$ cat config.mk
export PLATFORM = sky130hd
export DESIGN_NAME = mipi_rx_word_align
export DESIGN_NICKNAME = d
export VERILOG_FILES = /design/src/rtl/mipi_rx_word_align_pkg.sv /design/src/rtl/mipi_rx_sync_match.sv /design/src/rtl/mipi_rx_word_align.sv
export SDC_FILE = /design/constraint.sdc
export NUM_CORES = 1
export LEC_CHECK = 0
export BUFFER_PORTS_ARGS = -buffer_cell sky130_fd_sc_hd__buf_2
export CAP_MARGIN = 20
export CORE_ASPECT_RATIO = 0.7
export CORE_MARGIN = 5
export CORE_UTILIZATION = 40
export CTS_CLUSTER_DIAMETER = 150
export DETAILED_ROUTE_END_ITERATION = 7
export HOLD_SLACK_MARGIN = 0.12
export MAX_ROUTING_LAYER = met4
export PLACE_DENSITY = 0.64
export SLEW_MARGIN = 25
export SYNTH_ARGS = -nofsm -noshare
export SYNTH_HDL_FRONTEND = slang
export SYNTH_SLANG_ARGS = --single-unit
$ cat constraint.sdc
create_clock -name SCLK -period 5.49 [get_ports SCLK]
set_clock_uncertainty 0.15 [all_clocks]
set_input_delay 0.2745 -clock SCLK [delete_from_list [all_inputs] [get_ports SCLK]]
set_output_delay 0.2745 -clock SCLK [all_outputs]
set_load 0.02 [all_outputs]
$ cat src/rtl/mipi_rx_word_align_pkg.sv
// Shared types and constants for the MIPI HS receive word aligner.
// Holds the aligner state encoding, the default sync pattern and the bit-offset width.
package mipi_rx_word_align_pkg;

  localparam logic [7:0]  SyncByteDefault = 8'hB8;
  localparam int unsigned OffsetW         = 3;

  typedef enum logic [1:0] {
    StIdle,
    StLpWait,
    StHunt,
    StLocked
  } state_e;

  // True when a and b differ in exactly one bit position.
  function automatic logic one_bit_off(input logic [7:0] a, input logic [7:0] b);
    logic [7:0] d;
    d = a ^ b;
    return (d != 8'h00) && ((d & (d - 8'h01)) == 8'h00);
  endfunction

endpackage

$ cat src/rtl/mipi_rx_sync_match.sv
// Searches the 16-bit byte window for the HS sync pattern at offsets 0..7, lowest offset wins.
// Single-bit-error tolerant search is compiled in with MIPI_RX_WORD_ALIGN_SOT_CORR_EN.
module mipi_rx_sync_match
  import mipi_rx_word_align_pkg::*;
(
  input  logic [15:0]        win,
  input  logic [7:0]         sync_byte,
  output logic               hit,
  output logic               corr,
  output logic [OffsetW-1:0] k
);

  logic               exact_hit;
  logic [OffsetW-1:0] exact_k;
  logic               near_hit;
  logic [OffsetW-1:0] near_k;

  always_comb begin
    exact_hit = 1'b0;
    exact_k   = '0;
    near_hit  = 1'b0;
    near_k    = '0;
    hit       = 1'b0;
    corr      = 1'b0;
    k         = '0;

    // Scan downwards so the last assignment belongs to the lowest offset.
    for (int i = 7; i >= 0; i--) begin
      if (win[i +: 8] == sync_byte) begin
        exact_hit = 1'b1;
        exact_k   = OffsetW'(i);
      end
    end

`ifdef MIPI_RX_WORD_ALIGN_SOT_CORR_EN
    for (int i = 7; i >= 0; i--) begin
      if (one_bit_off(win[i +: 8], sync_byte)) begin
        near_hit = 1'b1;
        near_k   = OffsetW'(i);
      end
    end
`endif

    if (exact_hit) begin
      hit = 1'b1;
      k   = exact_k;
    end else if (near_hit) begin
      hit  = 1'b1;
      corr = 1'b1;
      k    = near_k;
    end
  end

endmodule

$ cat src/rtl/mipi_rx_word_align.sv
// MIPI D-PHY HS word aligner: hunts the sync byte after bit alignment and emits aligned bytes.
// Optional single-bit-error sync acceptance: define MIPI_RX_WORD_ALIGN_SOT_CORR_EN.
module mipi_rx_word_align
  import mipi_rx_word_align_pkg::*;
#(
  parameter logic [7:0]  SYNC_BYTE = SyncByteDefault,
  parameter int unsigned TIMEOUT_W = 10
) (
  input  logic               SCLK,
  input  logic               RESET,
  input  logic               BIT_ALGN_DONE,
  input  logic               LP_IN,
  input  logic [7:0]         RX_DATA,
  input  logic               RX_VALID,
  output logic [7:0]         BYTE_DATA,
  output logic               BYTE_VALID,
  output logic               SOT_DET,
  output logic               SOT_CORR,
  output logic               WORD_LOCK,
  output logic [OffsetW-1:0] BIT_SHIFT,
  output logic               ALGN_RSTRT,
  output logic               SYNC_ERR
);

  // Miss count at which the next miss ends the hunt (that miss makes 2^TIMEOUT_W-1).
  localparam logic [TIMEOUT_W-1:0] CntLast = {{(TIMEOUT_W-1){1'b1}}, 1'b0};

  state_e                 state_q;
  logic [TIMEOUT_W-1:0]   hunt_cnt_q;
  logic [7:0]             prev_q;
  logic [7:0]             byte_data_q;
  logic                   byte_valid_q;
  logic                   sot_det_q;
  logic                   sot_corr_q;
  logic                   word_lock_q;
  logic [OffsetW-1:0]     bit_shift_q;
  logic                   algn_rstrt_q;
  logic                   sync_err_q;

  logic [15:0]            win;
  logic                   match_hit;
  logic                   match_corr;
  logic [OffsetW-1:0]     match_k;

  assign win = {RX_DATA, prev_q};

  mipi_rx_sync_match u_sync_match (
    .win       (win),
    .sync_byte (SYNC_BYTE),
    .hit       (match_hit),
    .corr      (match_corr),
    .k         (match_k)
  );

  always_ff @(posedge SCLK or posedge RESET) begin
    if (RESET) begin
      state_q      <= StIdle;
      hunt_cnt_q   <= '0;
      prev_q       <= 8'h00;
      byte_data_q  <= 8'h00;
      byte_valid_q <= 1'b0;
      sot_det_q    <= 1'b0;
      sot_corr_q   <= 1'b0;
      word_lock_q  <= 1'b0;
      bit_shift_q  <= '0;
      algn_rstrt_q <= 1'b0;
      sync_err_q   <= 1'b0;
    end else begin
      if (RX_VALID) begin
        prev_q <= RX_DATA;
      end
      sot_det_q    <= 1'b0;
      sot_corr_q   <= 1'b0;
      algn_rstrt_q <= 1'b0;
      sync_err_q   <= 1'b0;

      // Losing bit alignment overrides everything else.
      if (!BIT_ALGN_DONE) begin
        state_q      <= StIdle;
        hunt_cnt_q   <= '0;
        byte_data_q  <= 8'h00;
        byte_valid_q <= 1'b0;
        word_lock_q  <= 1'b0;
        bit_shift_q  <= '0;
      end else begin
        unique case (state_q)
          StIdle: begin
            state_q <= StLpWait;
          end

          StLpWait: begin
            if (!LP_IN) begin
              state_q    <= StHunt;
              hunt_cnt_q <= '0;
            end
          end

          StHunt: begin
            if (LP_IN) begin
              state_q <= StLpWait;
            end else if (RX_VALID) begin
              if (match_hit) begin
                state_q     <= StLocked;
                sot_det_q   <= 1'b1;
                sot_corr_q  <= match_corr;
                word_lock_q <= 1'b1;
                bit_shift_q <= match_k;
              end else if (hunt_cnt_q == CntLast) begin
                state_q      <= StIdle;
                hunt_cnt_q   <= '0;
                sync_err_q   <= 1'b1;
                algn_rstrt_q <= 1'b1;
              end else begin
                hunt_cnt_q <= hunt_cnt_q + 1'b1;
              end
            end
          end

          StLocked: begin
            if (LP_IN) begin
              state_q      <= StLpWait;
              word_lock_q  <= 1'b0;
              byte_valid_q <= 1'b0;
            end else if (RX_VALID) begin
              byte_data_q  <= win[bit_shift_q +: 8];
              byte_valid_q <= 1'b1;
            end else begin
              byte_valid_q <= 1'b0;
            end
          end

          default: begin
            state_q <= StIdle;
          end
        endcase
      end
    end
  end

  assign BYTE_DATA  = byte_data_q;
  assign BYTE_VALID = byte_valid_q;
  assign SOT_DET    = sot_det_q;
  assign SOT_CORR   = sot_corr_q;
  assign WORD_LOCK  = word_lock_q;
  assign BIT_SHIFT  = bit_shift_q;
  assign ALGN_RSTRT = algn_rstrt_q;
  assign SYNC_ERR   = sync_err_q;

endmodule

==> impl_metrics.toml <==
[final_layout]
diodes = 0
fillCellCount = 556
stdcell_area_mm2 = 0.00268
syn_to_final_growth_pct = 12.5
post_route_cells_drive_above_1_share = 0.294
finish.net_count = 262

[floorplan]
placementRows = 23
coreArea_mm2 = 0.00576
die-area_mm2 = 0.00761
floorplan.die.width_um = 102
floorplan.initialDensity = 0.413
top_level_ports = 30
die-height_um = 74.5

[worst_setup_path]
cp-startpoint = "RX_DATA[6]"
critical_path_sink_type = "flop"
worstSetupPathType = "primary input to flop"
crit_path_start_kind = "primary input"
regToRegStartpoint = "hunt_cnt_q[0]$_DFFE_PP0P_"
cp.required_ns = 5.51
cp_data_arrival_time_ns = 2.27
cp_max_fo = 9

[synth]
yosys.area.top_type_share = 0.368
ys_seq_area_frac = 0.368
synthesis.yosys.warnings = 0
synth-edff-count = 0
yosys.area.top_type = "sky130_fd_sc_hd__dfrtp_1"
commonest_cells_post_synth = "sky130_fd_sc_hd__dfrtp_1, sky130_fd_sc_hd__nand2_1, sky130_fd_sc_hd__mux2i_1"
total_nets_after_synthesis = 237
postSynth.topFlopCell = "sky130_fd_sc_hd__dfrtp_1"
mappedNetlistArea_mm2 = 0.00238
ys_top_cells_by_area = "sky130_fd_sc_hd__dfrtp_1, sky130_fd_sc_hd__mux4_2, sky130_fd_sc_hd__mux2i_1"
synth-seq-cells = 35
synthArstFlopShare = 1.00
yosysUniqueCellTypes = 55
synth_cells = 219
syn-mean-instance-area_um2 = 10.9
library_cell_with_the_highest_instance_count_after_synthesis = "sky130_fd_sc_hd__dfrtp_1"

[outcome]
result_of_the_run = "finished, final reports clean"

[global_routing]
global_route_wire_length_before_repair_mm = 8.74
globalRoute.totalOverflow = 0
gr-usage-all-layers = 0.152
number_of_global_route_vias_before_repair = 1619
antenna_found_initial = 0
grt_max_degree = 36

[routing]
num_vias = 1830
post_detailed_route_via_to_cell_ratio = 5.72
detail_route.wirelength_mm = 5.22
drtAntennaViolNets = 0
drt-met1-wl_mm = 2.79
drtIter0Drc = 187
top_layer = "met4"
met3_length_um = 285
met2RoutedLength_mm = 2.11
avgRoutedWirePerCell_um = 16.3
drt_pre_antenna_iters = 4
drc = 0

[min_path]
hold_class = "primary input to flop"
worst_hold_startpoint = "RX_DATA[5]"

[timing]
final_min_period_over_clock_period = 0.409
timing.final.max_slew_violations = 0
min_period_ns = 2.25
timing.final.setup_violations = 0
final.setup.worst_slack_ns = 3.24
final_hold_viol_count = 0
final.setup.tns_ns = 0
fmax_ghz = 0.445
worstMarginPinSlew_ns = 0.676
rsz0062_at_grt = "false"
worst_max_slew_margin_expressed_relative_to_the_limit = 0.549

[cts]
numClockSinks = 35
cts-buffers-inserted = 5
cts_tree = "yes"
clk_path_buf_depth = 2
cts_setup_buffers = 0
clkTransAtPathRegs_ns = 0.07
clk_root_buffer_cell = "sky130_fd_sc_hd__clkbuf_8"
htree_levels = 2
insertion_delay_ns = 0.28

[power]
p_leak_nw = 1.12
power.density_mw_per_mm2 = 216
irDropWorstVdd_uv = 101

[placement]
placement.io_buffers = 28
place.gp.congestion = 0.834
dp_hpwl_mm = 3.88
preCtsSetupSlack_ns = 3.28
placement.cell_area_mm2 = 0.00254

[job]
maxCapViolCount = 0
==> cell type report <==
cell class / instances / area (um2) / area share
sequential: 35 / 876 / 0.327
inverter: 6 / 22.5 / 0.00842
clock inverter: 1 / 7.51 / 0.00281
multi-input combinational: 164 / 1400 / 0.524
tap: 75 / 93.8 / 0.0351
clock buffer: 7 / 96.3 / 0.0360
timing repair buffer: 32 / 178 / 0.0664
==> state kept, by name, indices dropped and copies added, names as in the netlist <==
name / cells
BYTE_DATA: 8
prev_q: 8
WORD_LOCK: 1
SOT_DET: 1
state_q: 2
hunt_cnt_q: 10
BIT_SHIFT: 3
SYNC_ERR: 1
BYTE_VALID: 1
==> through the flow <==
stage	total power, mW	instances	util	hold slack, ns
3_3_place_gp	0.368	309	0.442	0.252
5_1_grt	0.606	320	0.465	0.140
2_1_floorplan	0.344	219	-	0.276
4_1_cts	0.583	320	0.465	0.131
6_report	0.577	320	0.465	0.141
3_5_place_dp	0.369	309	0.442	0.257
==> critical path, stage by stage <==
cell                            delay [ns]
sky130_fd_sc_hd__dlygate4sd3_1        0.53
sky130_fd_sc_hd__buf_2                0.14
sky130_fd_sc_hd__and4bb_2             0.24
sky130_fd_sc_hd__o21ai_4              0.20
sky130_fd_sc_hd__and4_1               0.37
sky130_fd_sc_hd__a21oi_4              0.15
sky130_fd_sc_hd__a221o_1              0.36
==> worst paths after layout <==
path / to / slack, ns / cells after the start
worst max-delay path: hunt_cnt_q[7]$_DFFE_PP0P_ / 3.24 / 7
worst min-delay path: prev_q[5]$_DFFE_PP0P_ / 0.14 / 2
worst max register to register: hunt_cnt_q[9]$_DFFE_PP0P_ / 3.25 / 7
worst min register to register: BYTE_DATA[5]$_DFFE_PP0P_ / 0.33 / 2
max in group asynchronous: prev_q[1]$_DFFE_PP0P_ / 4.38 / 4
min in group asynchronous: BYTE_DATA[2]$_DFFE_PP0P_ / 0.48 / 4
==> where the power goes <==
part | leakage [nW] | total [mW] | switching, mW | internal [mW]
logic | 0.603 | 0.0868 | 0.0471 | 0.0397
registers | 0.469 | 0.279 | 0.0126 | 0.266
clock network | 0.0505 | 0.211 | 0.0966 | 0.114
==> metal layers <==
layer | global-route usage | up-vias
li1 | - | 890
met1 | 0.238 | 885
met2 | 0.192 | 53
met3 | 0.0337 | 2
met4 | 0.0378 | 0
met5 | - | -
==> logic make-up (layout without fill, tap and decap cells) <==
family                     Yosys count  in the layout  synth area share
adders and majority gates            5              5            0.0263
and+or+nand+nor                     81             81             0.230
buffers and inverters               20             46            0.0421
AOI/OAI and AO/OA                   45             45             0.150
muxes                               32             32             0.182
other                                1              1           0.00158
DFF                                 35             35             0.368
==> placed cells by master (no fill, tap or decap), types with 5 or more instances in the layout <==
master	n
sky130_fd_sc_hd__ha_1	5
sky130_fd_sc_hd__dfrtp_1	35
sky130_fd_sc_hd__nand4_1	5
sky130_fd_sc_hd__and4bb_2	6
sky130_fd_sc_hd__and3_1	5
sky130_fd_sc_hd__nor3_1	7
sky130_fd_sc_hd__mux4_2	8
sky130_fd_sc_hd__clkbuf_8	7
sky130_fd_sc_hd__nand2_1	20
sky130_fd_sc_hd__buf_2	28
sky130_fd_sc_hd__o21ai_0	9
sky130_fd_sc_hd__mux2i_1	15
sky130_fd_sc_hd__nand3_1	5
sky130_fd_sc_hd__o21ai_1	5
sky130_fd_sc_hd__mux2_2	9
sky130_fd_sc_hd__a221o_1	6
sky130_fd_sc_hd__inv_1	6
==> timing repair <==
| action | 4_1_cts | 5_1_grt |
|---|---|---|
| endpoints found under the hold margin | 37 | 0 |
| gates resized for setup | 0 | 0 |
| hold buffers | 3 | 0 |
(Power assumes the default switching activity.)
